--- src/rtl/dram_bridge_pkg.sv ---
// dram_bridge_pkg: bus widths, FSM state encoding and address helper shared by
// the data-RAM bridge, its bus interface and the bench.
package dram_bridge_pkg;

  localparam int DataBus = 32;
  localparam int AddrBus = 32;
  localparam int WriteEn = 4;

  typedef enum logic [1:0] {
    DBR_IDLE = 2'd0,
    DBR_REQ  = 2'd1,
    DBR_DONE = 2'd2,
    DBR_POST = 2'd3
  } dbr_state_e;

  // Reads always fetch the whole word; the pipeline picks the lane itself.
  function automatic logic [AddrBus-1:0] word_align(input logic [AddrBus-1:0] addr);
    return {addr[AddrBus-1:2], 2'b00};
  endfunction

endpackage

--- src/rtl/dram_bridge_if.sv ---
// dram_bridge_if: single req/ack transaction bus between the data-RAM bridge
// (master) and the memory controller or interconnect (slave).
interface dram_bridge_if;
  import dram_bridge_pkg::*;

  logic               bus_req;
  logic               bus_wr;
  logic [AddrBus-1:0] bus_addr;
  logic [WriteEn-1:0] bus_wstrb;
  logic [DataBus-1:0] bus_wdata;
  logic               bus_ack;
  logic [DataBus-1:0] bus_rdata;

  modport master (
    output bus_req, bus_wr, bus_addr, bus_wstrb, bus_wdata,
    input  bus_ack, bus_rdata
  );

  modport slave (
    input  bus_req, bus_wr, bus_addr, bus_wstrb, bus_wdata,
    output bus_ack, bus_rdata
  );

endinterface

--- src/rtl/dram_bridge.sv ---
// dram_bridge: responder side of the CPU data-RAM port. Each MEM-stage access
// becomes one req/ack transaction on the external bus while dram_sreq stalls
// the pipeline. Optional macro DRAM_BRIDGE_POST_WRITE_EN lets stores retire in
// one cycle and drain on the bus (POST state) while the pipeline moves on.
module dram_bridge
  import dram_bridge_pkg::*;
(
  input  logic               clk,
  input  logic               rst,
  input  logic               dram_en,
  input  logic [AddrBus-1:0] dram_addr,
  input  logic [WriteEn-1:0] dram_wen,
  input  logic [DataBus-1:0] dram_wdata,
  output logic [DataBus-1:0] dram_rdata,
  output logic               dram_sreq,
  dram_bridge_if.master      dbus
);

  dbr_state_e state;
  logic       is_store;

  assign is_store = |dram_wen;

  // FSM plus every registered output; a flushed access still completes on the bus
  always_ff @(posedge clk) begin
    if (rst) begin
      state          <= DBR_IDLE;
      dbus.bus_req   <= 1'b0;
      dbus.bus_wr    <= 1'b0;
      dbus.bus_addr  <= '0;
      dbus.bus_wstrb <= '0;
      dbus.bus_wdata <= '0;
      dram_rdata     <= '0;
    end else begin
      case (state)
        DBR_IDLE: begin
          if (dram_en) begin
            dbus.bus_req   <= 1'b1;
            dbus.bus_wr    <= is_store;
            dbus.bus_addr  <= is_store ? dram_addr : word_align(dram_addr);
            dbus.bus_wstrb <= dram_wen;
            dbus.bus_wdata <= dram_wdata;
`ifdef DRAM_BRIDGE_POST_WRITE_EN
            state          <= is_store ? DBR_POST : DBR_REQ;
`else
            state          <= DBR_REQ;
`endif
          end
        end
        DBR_REQ: begin
          if (dbus.bus_ack) begin
            dbus.bus_req <= 1'b0;
            if (!dbus.bus_wr) dram_rdata <= dbus.bus_rdata;
            state        <= DBR_DONE;
          end
        end
        DBR_DONE: begin
          state <= DBR_IDLE;
        end
`ifdef DRAM_BRIDGE_POST_WRITE_EN
        DBR_POST: begin
          if (dbus.bus_ack) begin
            dbus.bus_req <= 1'b0;
            state        <= DBR_IDLE;
          end
        end
`endif
        default: begin
          dbus.bus_req <= 1'b0;
          state        <= DBR_IDLE;
        end
      endcase
    end
  end

`ifdef DRAM_BRIDGE_POST_WRITE_EN
  // A store accepted in IDLE is latched and retires immediately; anything
  // arriving during POST waits for the drain.
  assign dram_sreq = dram_en && (state != DBR_DONE) && !((state == DBR_IDLE) && is_store);
`else
  // The pipeline only advances in the DONE cycle.
  assign dram_sreq = dram_en && (state != DBR_DONE);
`endif

endmodule

--- src/flat_wrapper.sv ---
// flat-port wrapper written by rule: the top's interface ports become plain ports
module dram_bridge_flat import dram_bridge_pkg::*;
  (clk, rst, dram_en, dram_addr, dram_wen, dram_wdata, dram_rdata, dram_sreq, dbus_bus_req, dbus_bus_wr, dbus_bus_addr, dbus_bus_wstrb, dbus_bus_wdata, dbus_bus_ack, dbus_bus_rdata);
  dram_bridge_if dbus_i ();
  input  logic clk;
  input  logic rst;
  input  logic dram_en;
  input  logic [AddrBus-1:0] dram_addr;
  input  logic [WriteEn-1:0] dram_wen;
  input  logic [DataBus-1:0] dram_wdata;
  output logic [DataBus-1:0] dram_rdata;
  output logic dram_sreq;
  output wire logic [$bits(dbus_i.bus_req)-1:0] dbus_bus_req;
  output wire logic [$bits(dbus_i.bus_wr)-1:0] dbus_bus_wr;
  output wire logic [$bits(dbus_i.bus_addr)-1:0] dbus_bus_addr;
  output wire logic [$bits(dbus_i.bus_wstrb)-1:0] dbus_bus_wstrb;
  output wire logic [$bits(dbus_i.bus_wdata)-1:0] dbus_bus_wdata;
  input wire logic [$bits(dbus_i.bus_ack)-1:0] dbus_bus_ack;
  input wire logic [$bits(dbus_i.bus_rdata)-1:0] dbus_bus_rdata;
  assign dbus_bus_req = dbus_i.bus_req;
  assign dbus_bus_wr = dbus_i.bus_wr;
  assign dbus_bus_addr = dbus_i.bus_addr;
  assign dbus_bus_wstrb = dbus_i.bus_wstrb;
  assign dbus_bus_wdata = dbus_i.bus_wdata;
  assign dbus_i.bus_ack = dbus_bus_ack;
  assign dbus_i.bus_rdata = dbus_bus_rdata;
  dram_bridge u_core (.clk(clk), .rst(rst), .dram_en(dram_en), .dram_addr(dram_addr), .dram_wen(dram_wen), .dram_wdata(dram_wdata), .dram_rdata(dram_rdata), .dram_sreq(dram_sreq), .dbus(dbus_i));
endmodule
--- config.mk ---
export PLATFORM = sky130hd
export DESIGN_NAME = dram_bridge_flat
export DESIGN_NICKNAME = d
export VERILOG_FILES = /design/src/rtl/dram_bridge_pkg.sv /design/src/rtl/dram_bridge_if.sv /design/src/rtl/dram_bridge.sv /design/src/flat_wrapper.sv
export SDC_FILE = /design/constraint.sdc
export NUM_CORES = 1
export LEC_CHECK = 0
export BUFFER_PORTS_ARGS = -buffer_cell sky130_fd_sc_hd__buf_2
export CAP_MARGIN = 30
export CORE_MARGIN = 2
export CORE_UTILIZATION = 35
export DETAILED_ROUTE_END_ITERATION = 10
export GPL_ROUTABILITY_DRIVEN = 0
export PLACE_DENSITY = 0.74
export SETUP_SLACK_MARGIN = 0.5
export SYNTH_ARGS = -nofsm -noshare
export SYNTH_HDL_FRONTEND = slang
export SYNTH_SLANG_ARGS = --single-unit
--- constraint.sdc ---
create_clock -name clk -period 1.53 [get_ports clk]
set_input_delay 0 -clock clk [delete_from_list [all_inputs] [get_ports clk]]
set_output_delay 0 -clock clk [all_outputs]
set_load 0.005 [all_outputs]
# Word-level counts from Yosys, hierarchy flattened

Index checks and enable logic that the tools add are counted.

Output and inout bits: 103
Memories: 0
Flip-flop bits (word level): 104
Bits in read-only memories: 0
Input bits: 104
Word-level logic and storage cells: 28
Memory bits (writable): 0
Bits in latches: 0

Shift operators: 0
Eq/ne operators: 5
Magnitude comparators: 0
Reduce and logical (&&, ||, !) cells: 7
Mux-type cells: 7
Divide/modulo/power cells: 0
Bitwise gates (word level): 2
Add/sub/neg operators: 0
Multipliers: 0

Operators by type and width:

| operator                                      | number |
|---|---|
| 2-to-1 mux 2 bit                              | 3 |
| != test 2 bit, second input constant          | 3 |
| AND reduction 3 bit                           | 2 |
| one-hot mux 2 bit (2 select lines)            | 1 |
| AND reduction 2 bit                           | 2 |
| OR reduction 4 bit                            | 1 |
| one-hot mux 1 bit (3 select lines)            | 1 |
| == test 2 x 1 -> 1 bit, second input constant | 1 |
| == test 2 bit, second input constant          | 1 |
| logical NOT 2 bit                             | 1 |
| 2-to-1 mux 1 bit                              | 2 |
| inverter 1 bit                                | 2 |
| logical AND 1 bit                             | 1 |

# Logic depth before layout (Yosys ltp)

Depth after elaboration: 3
Gate-level depth with buffers: 7
Mapped depth without buffers: 3

# Least setup slack after synthesis

Ideal clock, no wire load.

Path kind: reg-to-reg
Start: register u_core.state[0]
End: register u_core.dbus.bus_addr[10]
Slack: 0.159 ns
Required time: 1.398 ns
Clock period less this slack: 1.371 ns
Stages on the path, launching flop included: 8
Arrival: 1.239 ns
Buffers on the path: 4
Setup time: 0.132 ns
Cell sequence: dfxtp_1 buf_6 or3b_1 buf_2 buf_6 buf_6 nand2_1 a21oi_1

Word-level cells in the longest chain between the ends: 2

Ends and longest elaborated chain:

| item                                 | RTL line             | RTL |
|---|---|---|
| from (decl)                          | dram_bridge.sv:19    | `dbr_state_e state;` |
| from (signal assigned)               | dram_bridge.sv:27    | `state <= DBR_IDLE;` |
| from (signal assigned)               | dram_bridge.sv:46    | `state <= DBR_REQ;` |
| from (signal assigned)               | dram_bridge.sv:54    | `state <= DBR_DONE;` |
| logical NOT 2 bit                    | dram_bridge.sv:35    | `case (state)` |
| AND reduction 2 bit (no source line) | n/a                  |  |
| to (signal assigned)                 | dram_bridge.sv:40    | `dbus.bus_addr <= is_store ? dram_addr : word_align(dram_addr);` |
| to (decl)                            | dram_bridge_if.sv:15 | `output bus_req, bus_wr, bus_addr, bus_wstrb, bus_wdata,` |

Every way passes these cells.
A chain may end at the register's enable or synchronous reset.

# Worst setup path in the final report

Start: register u_core.state[0]
End: register u_core.dram_rdata[2]

Word-level cells in the longest chain between the ends: 2

Ends and longest elaborated chain:

| item                                 | RTL line          | RTL |
|---|---|---|
| == test 2 x 1 -> 1 bit               | dram_bridge.sv:35 |  |
| AND reduction 3 bit (no source line) | n/a               |  |
| to (signal assigned)                 | dram_bridge.sv:53 | `if (!dbus.bus_wr) dram_rdata <= dbus.bus_rdata;` |
| to (decl)                            | dram_bridge.sv:14 | `output logic [DataBus-1:0] dram_rdata,` |

Every way passes these cells.

==> impl_summary.md <==
Hold path
The hold path endpoint is u_core.state[0]. The class of the worst hold path is in -> reg. The startpoint identified for the worst hold timing path is dram_en. The worst hold path passes through 3 cells.

Clock network
CTS built an H-tree with a depth of 3. The clock edge transition at the registers on the reported setup and hold paths is 0.09 ns. After clock tree synthesis, the flow added hold-fix buffers numbering 101. The number of clock sinks seen by CTS is 104.

TritonCTS built the clock tree. The clock network latency to the later pin of the worst-skew pair is 0.36 ns. The longest clock path from root to sink contains 2 buffers. The library cell used as clock root buffer is sky130_fd_sc_hd__clkbuf_8.

The number of clock buffers added by TritonCTS is 9.

Worst setup path
Traced cell by cell, the critical path runs through buf_6, and4bb_4, buf_6, buf_16, nand2_4, a21oi_4. The depth of the worst register-to-register path is 6. The highest cell delay on the worst timing path is ~0.35 ns. The maximum net fanout on the critical path is 8. Together, buffers and inverters on the worst path number 3. The library cell appearing most often on the critical path is sky130_fd_sc_hd__buf_6.

The startpoint class of the critical path is a flop. STA classifies the critical path endpoint as a flop. The origin of the critical flop-to-flop path is u_core.state[0].

In this run the number of cells on the critical path is 6. The internal reg-to-reg setup slack is about 0.21 ns. The category of the critical setup timing path is reg -> reg. The family of cells with the greatest summed delay on the critical path is buffers and inverters.

The critical path's slowest cell is sky130_fd_sc_hd__dfxtp_2. The endpoint required time on the critical path is 1.82 ns. The data arrival time at the worst-slack endpoint is 1.60 ns.

The reg-to-reg endpoint is u_core.dram_rdata[2].

Global route
The overall routing resource usage is 23.1%. The first global-routing pass estimated 20600 um of wire. The number of antenna violations at the first check in global routing is 0.

The number of global-route vias before repair is about 4300. Entering global routing, the biggest net connects 57 pins. The total overflow left after global routing is 0.

Cells and area
The final net count is between 800 and 900. The share of final-layout standard cells stronger than drive strength 1 is 35.8%. Relative to the synthesized area, the layout overhead comes to 76.1%.

The repair_antennas step left the layout with diodes totalling 0. Measured on the finished design, the core utilization comes to 62.8%. The number of filler cells placed in the layout is 843.

Drt
The routed design has 13700 um of wire. The first detailed-routing pass ran for 6 iterations. In this run, the number of DRC markers left after iteration 0 of detailed routing was 309. The detailed-route vias per instance is 4.83. The count of antenna-violating nets left after detailed routing is 0. After detailed routing, the average wire length per cell comes to roughly 15 um. Across all layers, the routed design uses 4361 vias. After detailed routing, the number of remaining DRC violations is 0.

Timing
The final hold violation count was 1. The slew of the pin with the lowest slew margin is 0.545 ns. Setup violations remaining at the end of the flow were counted as 0. Setup repair after global routing could not meet its margin everywhere. The worst setup margin is ~0.21 ns.

The clock arrives with 0.00802 ns of skew. The setup TNS after final layout is 0 ns. In this run the tightest slew margin relative to its limit is 63.7%. The upper clock frequency limit is 760 MHz. The final number of max-transition violations was 0. The final cycle utilization of the critical path is around 86%. After layout, the minimum clock period comes to 1.32 ns. The worst-case hold slack is -0.0535 ns.

Logic synthesis
The mapped cell area is 3650 um^2. The count of yosys warnings during synthesis is 0. After synthesis, the largest family of logic cells by area is simple AND/OR/NAND/NOR gates.

The multiplexer area fraction after synthesis is 0%. When the netlist entered floorplanning its net count stood at 563. Summed over all instances, the cell type with the most area after synthesis is sky130_fd_sc_hd__dfxtp_1. The synthesized-area fraction occupied by and/or/nand/nor cells is about a quarter. Yosys instantiated no cell more often than sky130_fd_sc_hd__nand2_1. After synthesis, the cell types taking the most area are sky130_fd_sc_hd__dfxtp_1 57%, sky130_fd_sc_hd__nand2_1 21%, sky130_fd_sc_hd__a21oi_1 14%. The sequential area share after synthesis is 57.1%. The number of cells produced by synthesis is 459. The synthesized design contains about 100 register bits.

The share of the synthesized area in the top cell type is between 50 and 60%. The area share of fa/ha/maj cells after synthesis is 0%. The mean area per synthesized cell is 7.94 um^2. The leading register cell type out of synthesis is sky130_fd_sc_hd__dfxtp_1. The count of flip-flops with a built-in enable after synthesis is 0.

The xor/xnor share of the synthesized area is 0%. Counting instances in the post-synthesis netlist gives the leading cell types as 202 x sky130_fd_sc_hd__nand2_1, 104 x sky130_fd_sc_hd__dfxtp_1, 102 x sky130_fd_sc_hd__a21oi_1. The proportion of register bits with asynchronous set or reset after synthesis is 0%.

The area fraction in compound gates after synthesis is 14.7%. The number of distinct library cell variants in the gate-level netlist after synthesis is 21.

Die
The initial utilization of the core area, before any placement, comes to 35.6%. The core region is 10200 um^2. For this design the top-level I/O count stands at 207. The full die area is 11200 um^2.

From left edge to right edge, the die measures 106 um. The floorplan has 37 rows. The height of the die is 106 um.

Job
The tool flagged a number of max-cap violations equal to 0.

Outcome
The flow ran to the end, but the final reports show violations. The final reports fail on negative hold slack.

Placed design
Port buffering added 206 buffers. Once detailed placement completed, the half-perimeter wirelength came to 6930 um. Prior to clock tree synthesis, the placed netlist has a worst setup slack of 0.0874 ns.

Pwr
Summed over all cells, the static leakage comes to 2.97 nW. The total power divided by cell area is 911 nW/um^2. Across the VDD grid, the largest voltage drop is 0.514 mV.
logic make-up (layout without fill, tap and decap cells):
| logic type | after synthesis | in the layout |
|---|---|---|
| simple gates | 213 | 213 |
| compound gates | 105 | 105 |
| flops | 104 | 104 |
| buf+inv | 37 | 344 |
power breakdown:
group | leakage (nW) | internal [mW] | switching, mW
registers | 0.852 | 2.86 | 0.0837
clock network | 0.101 | 0.841 | 0.914
logic | 2.02 | 0.617 | 0.531
worst max path at each step:
stage / from / to / slack [ns]
after floorplan: u_core.state[0] / u_core.dbus.bus_addr[10] / 0.17
after CTS: u_core.state[1] / u_core.dbus.bus_wdata[29] / 0.24
final: u_core.state[0] / u_core.dram_rdata[2] / 0.21
after global placement: u_core.state[1] / u_core.dbus.bus_wdata[11] / 0.11
after global routing: u_core.state[0] / u_core.dram_rdata[2] / 0.14
after detailed placement: u_core.state[1] / u_core.dbus.bus_wdata[12] / 0.09
cells in the final DEF (no fill, tap or decap), types with 2 or more instances in the layout:
master / instances
sky130_fd_sc_hd__dfxtp_1: 101
sky130_fd_sc_hd__buf_2: 205
sky130_fd_sc_hd__nand2b_1: 2
sky130_fd_sc_hd__clkbuf_8: 11
sky130_fd_sc_hd__clkinv_2: 2
sky130_fd_sc_hd__a21oi_2: 14
sky130_fd_sc_hd__dfxtp_2: 2
sky130_fd_sc_hd__buf_4: 3
sky130_fd_sc_hd__dlygate4sd3_1: 101
sky130_fd_sc_hd__buf_16: 5
sky130_fd_sc_hd__buf_12: 8
sky130_fd_sc_hd__nand2_4: 9
sky130_fd_sc_hd__nand3_1: 2
sky130_fd_sc_hd__a21oi_1: 87
sky130_fd_sc_hd__nand2_1: 191
sky130_fd_sc_hd__buf_6: 4
sky130_fd_sc_hd__nand2_2: 2
sky130_fd_sc_hd__clkinvlp_4: 2
metrics by stage:
step / cells / instance area (um^2) / hold slack (ns) / power [mW]
4_1_cts: 901 / 6310 / -0.0811 / 5.83
6_report: 902 / 6420 / -0.0535 / 5.85
3_5_place_dp: 773 / 4800 / 0.246 / 3.74
3_3_place_gp: 773 / 4800 / 0.240 / 3.72
2_1_floorplan: 459 / 3680 / 0.115 / 3.37
5_1_grt: 902 / 6420 / -0.0154 / 6.12
worst register-to-register path, delay by kind of cell (launching register included):
family | cells | cell delay (ns)
buffers and inverters | 3 | 0.38
flip-flops | 1 | 0.35
AO/OA/AOI/OAI | 1 | 0.16
AND/OR/NAND/NOR | 2 | 0.36
area by class of cell:
type | instances | area [um^2] | share of cell area (%)
flip-flops and latches | 104 | 2090 | 32.5
repair buffers | 327 | 2430 | 37.8
inverters | 1 | 3.75 | 0.0585
well taps | 136 | 170 | 2.65
multi-input cells | 318 | 1530 | 23.8
clock buffers | 11 | 151 | 2.36
clock inverters | 5 | 55.1 | 0.857
repair_timing:
item	4_1_cts	5_1_grt
setup endpoints to repair	102	104
cloned	5	1
hold endpoints to repair	102	1
pin swaps	6	8
resized for setup	34	22
buffers inserted	6	0
state kept, by name, indices dropped and copies added (netlist names):
name,flops
u_core.dbus.bus_wr,1
u_core.dram_rdata,32
u_core.dbus.bus_req,1
u_core.state,2
u_core.dbus.bus_addr,32
u_core.dbus.bus_wdata,32
u_core.dbus.bus_wstrb,4
layer usage:
metal | up-vias | GRT usage [%] | part of all wire (%)
met1 | 2029 | 24.9 | 37
met5 | - | 0 | 0
met4 | 0 | 8.36 | 3.1
met3 | 34 | 6.32 | 7.7
li1 | 2078 | - | -
met2 | 220 | 42.9 | 52
No activity file was read; power rests on OpenSTA's default activity.
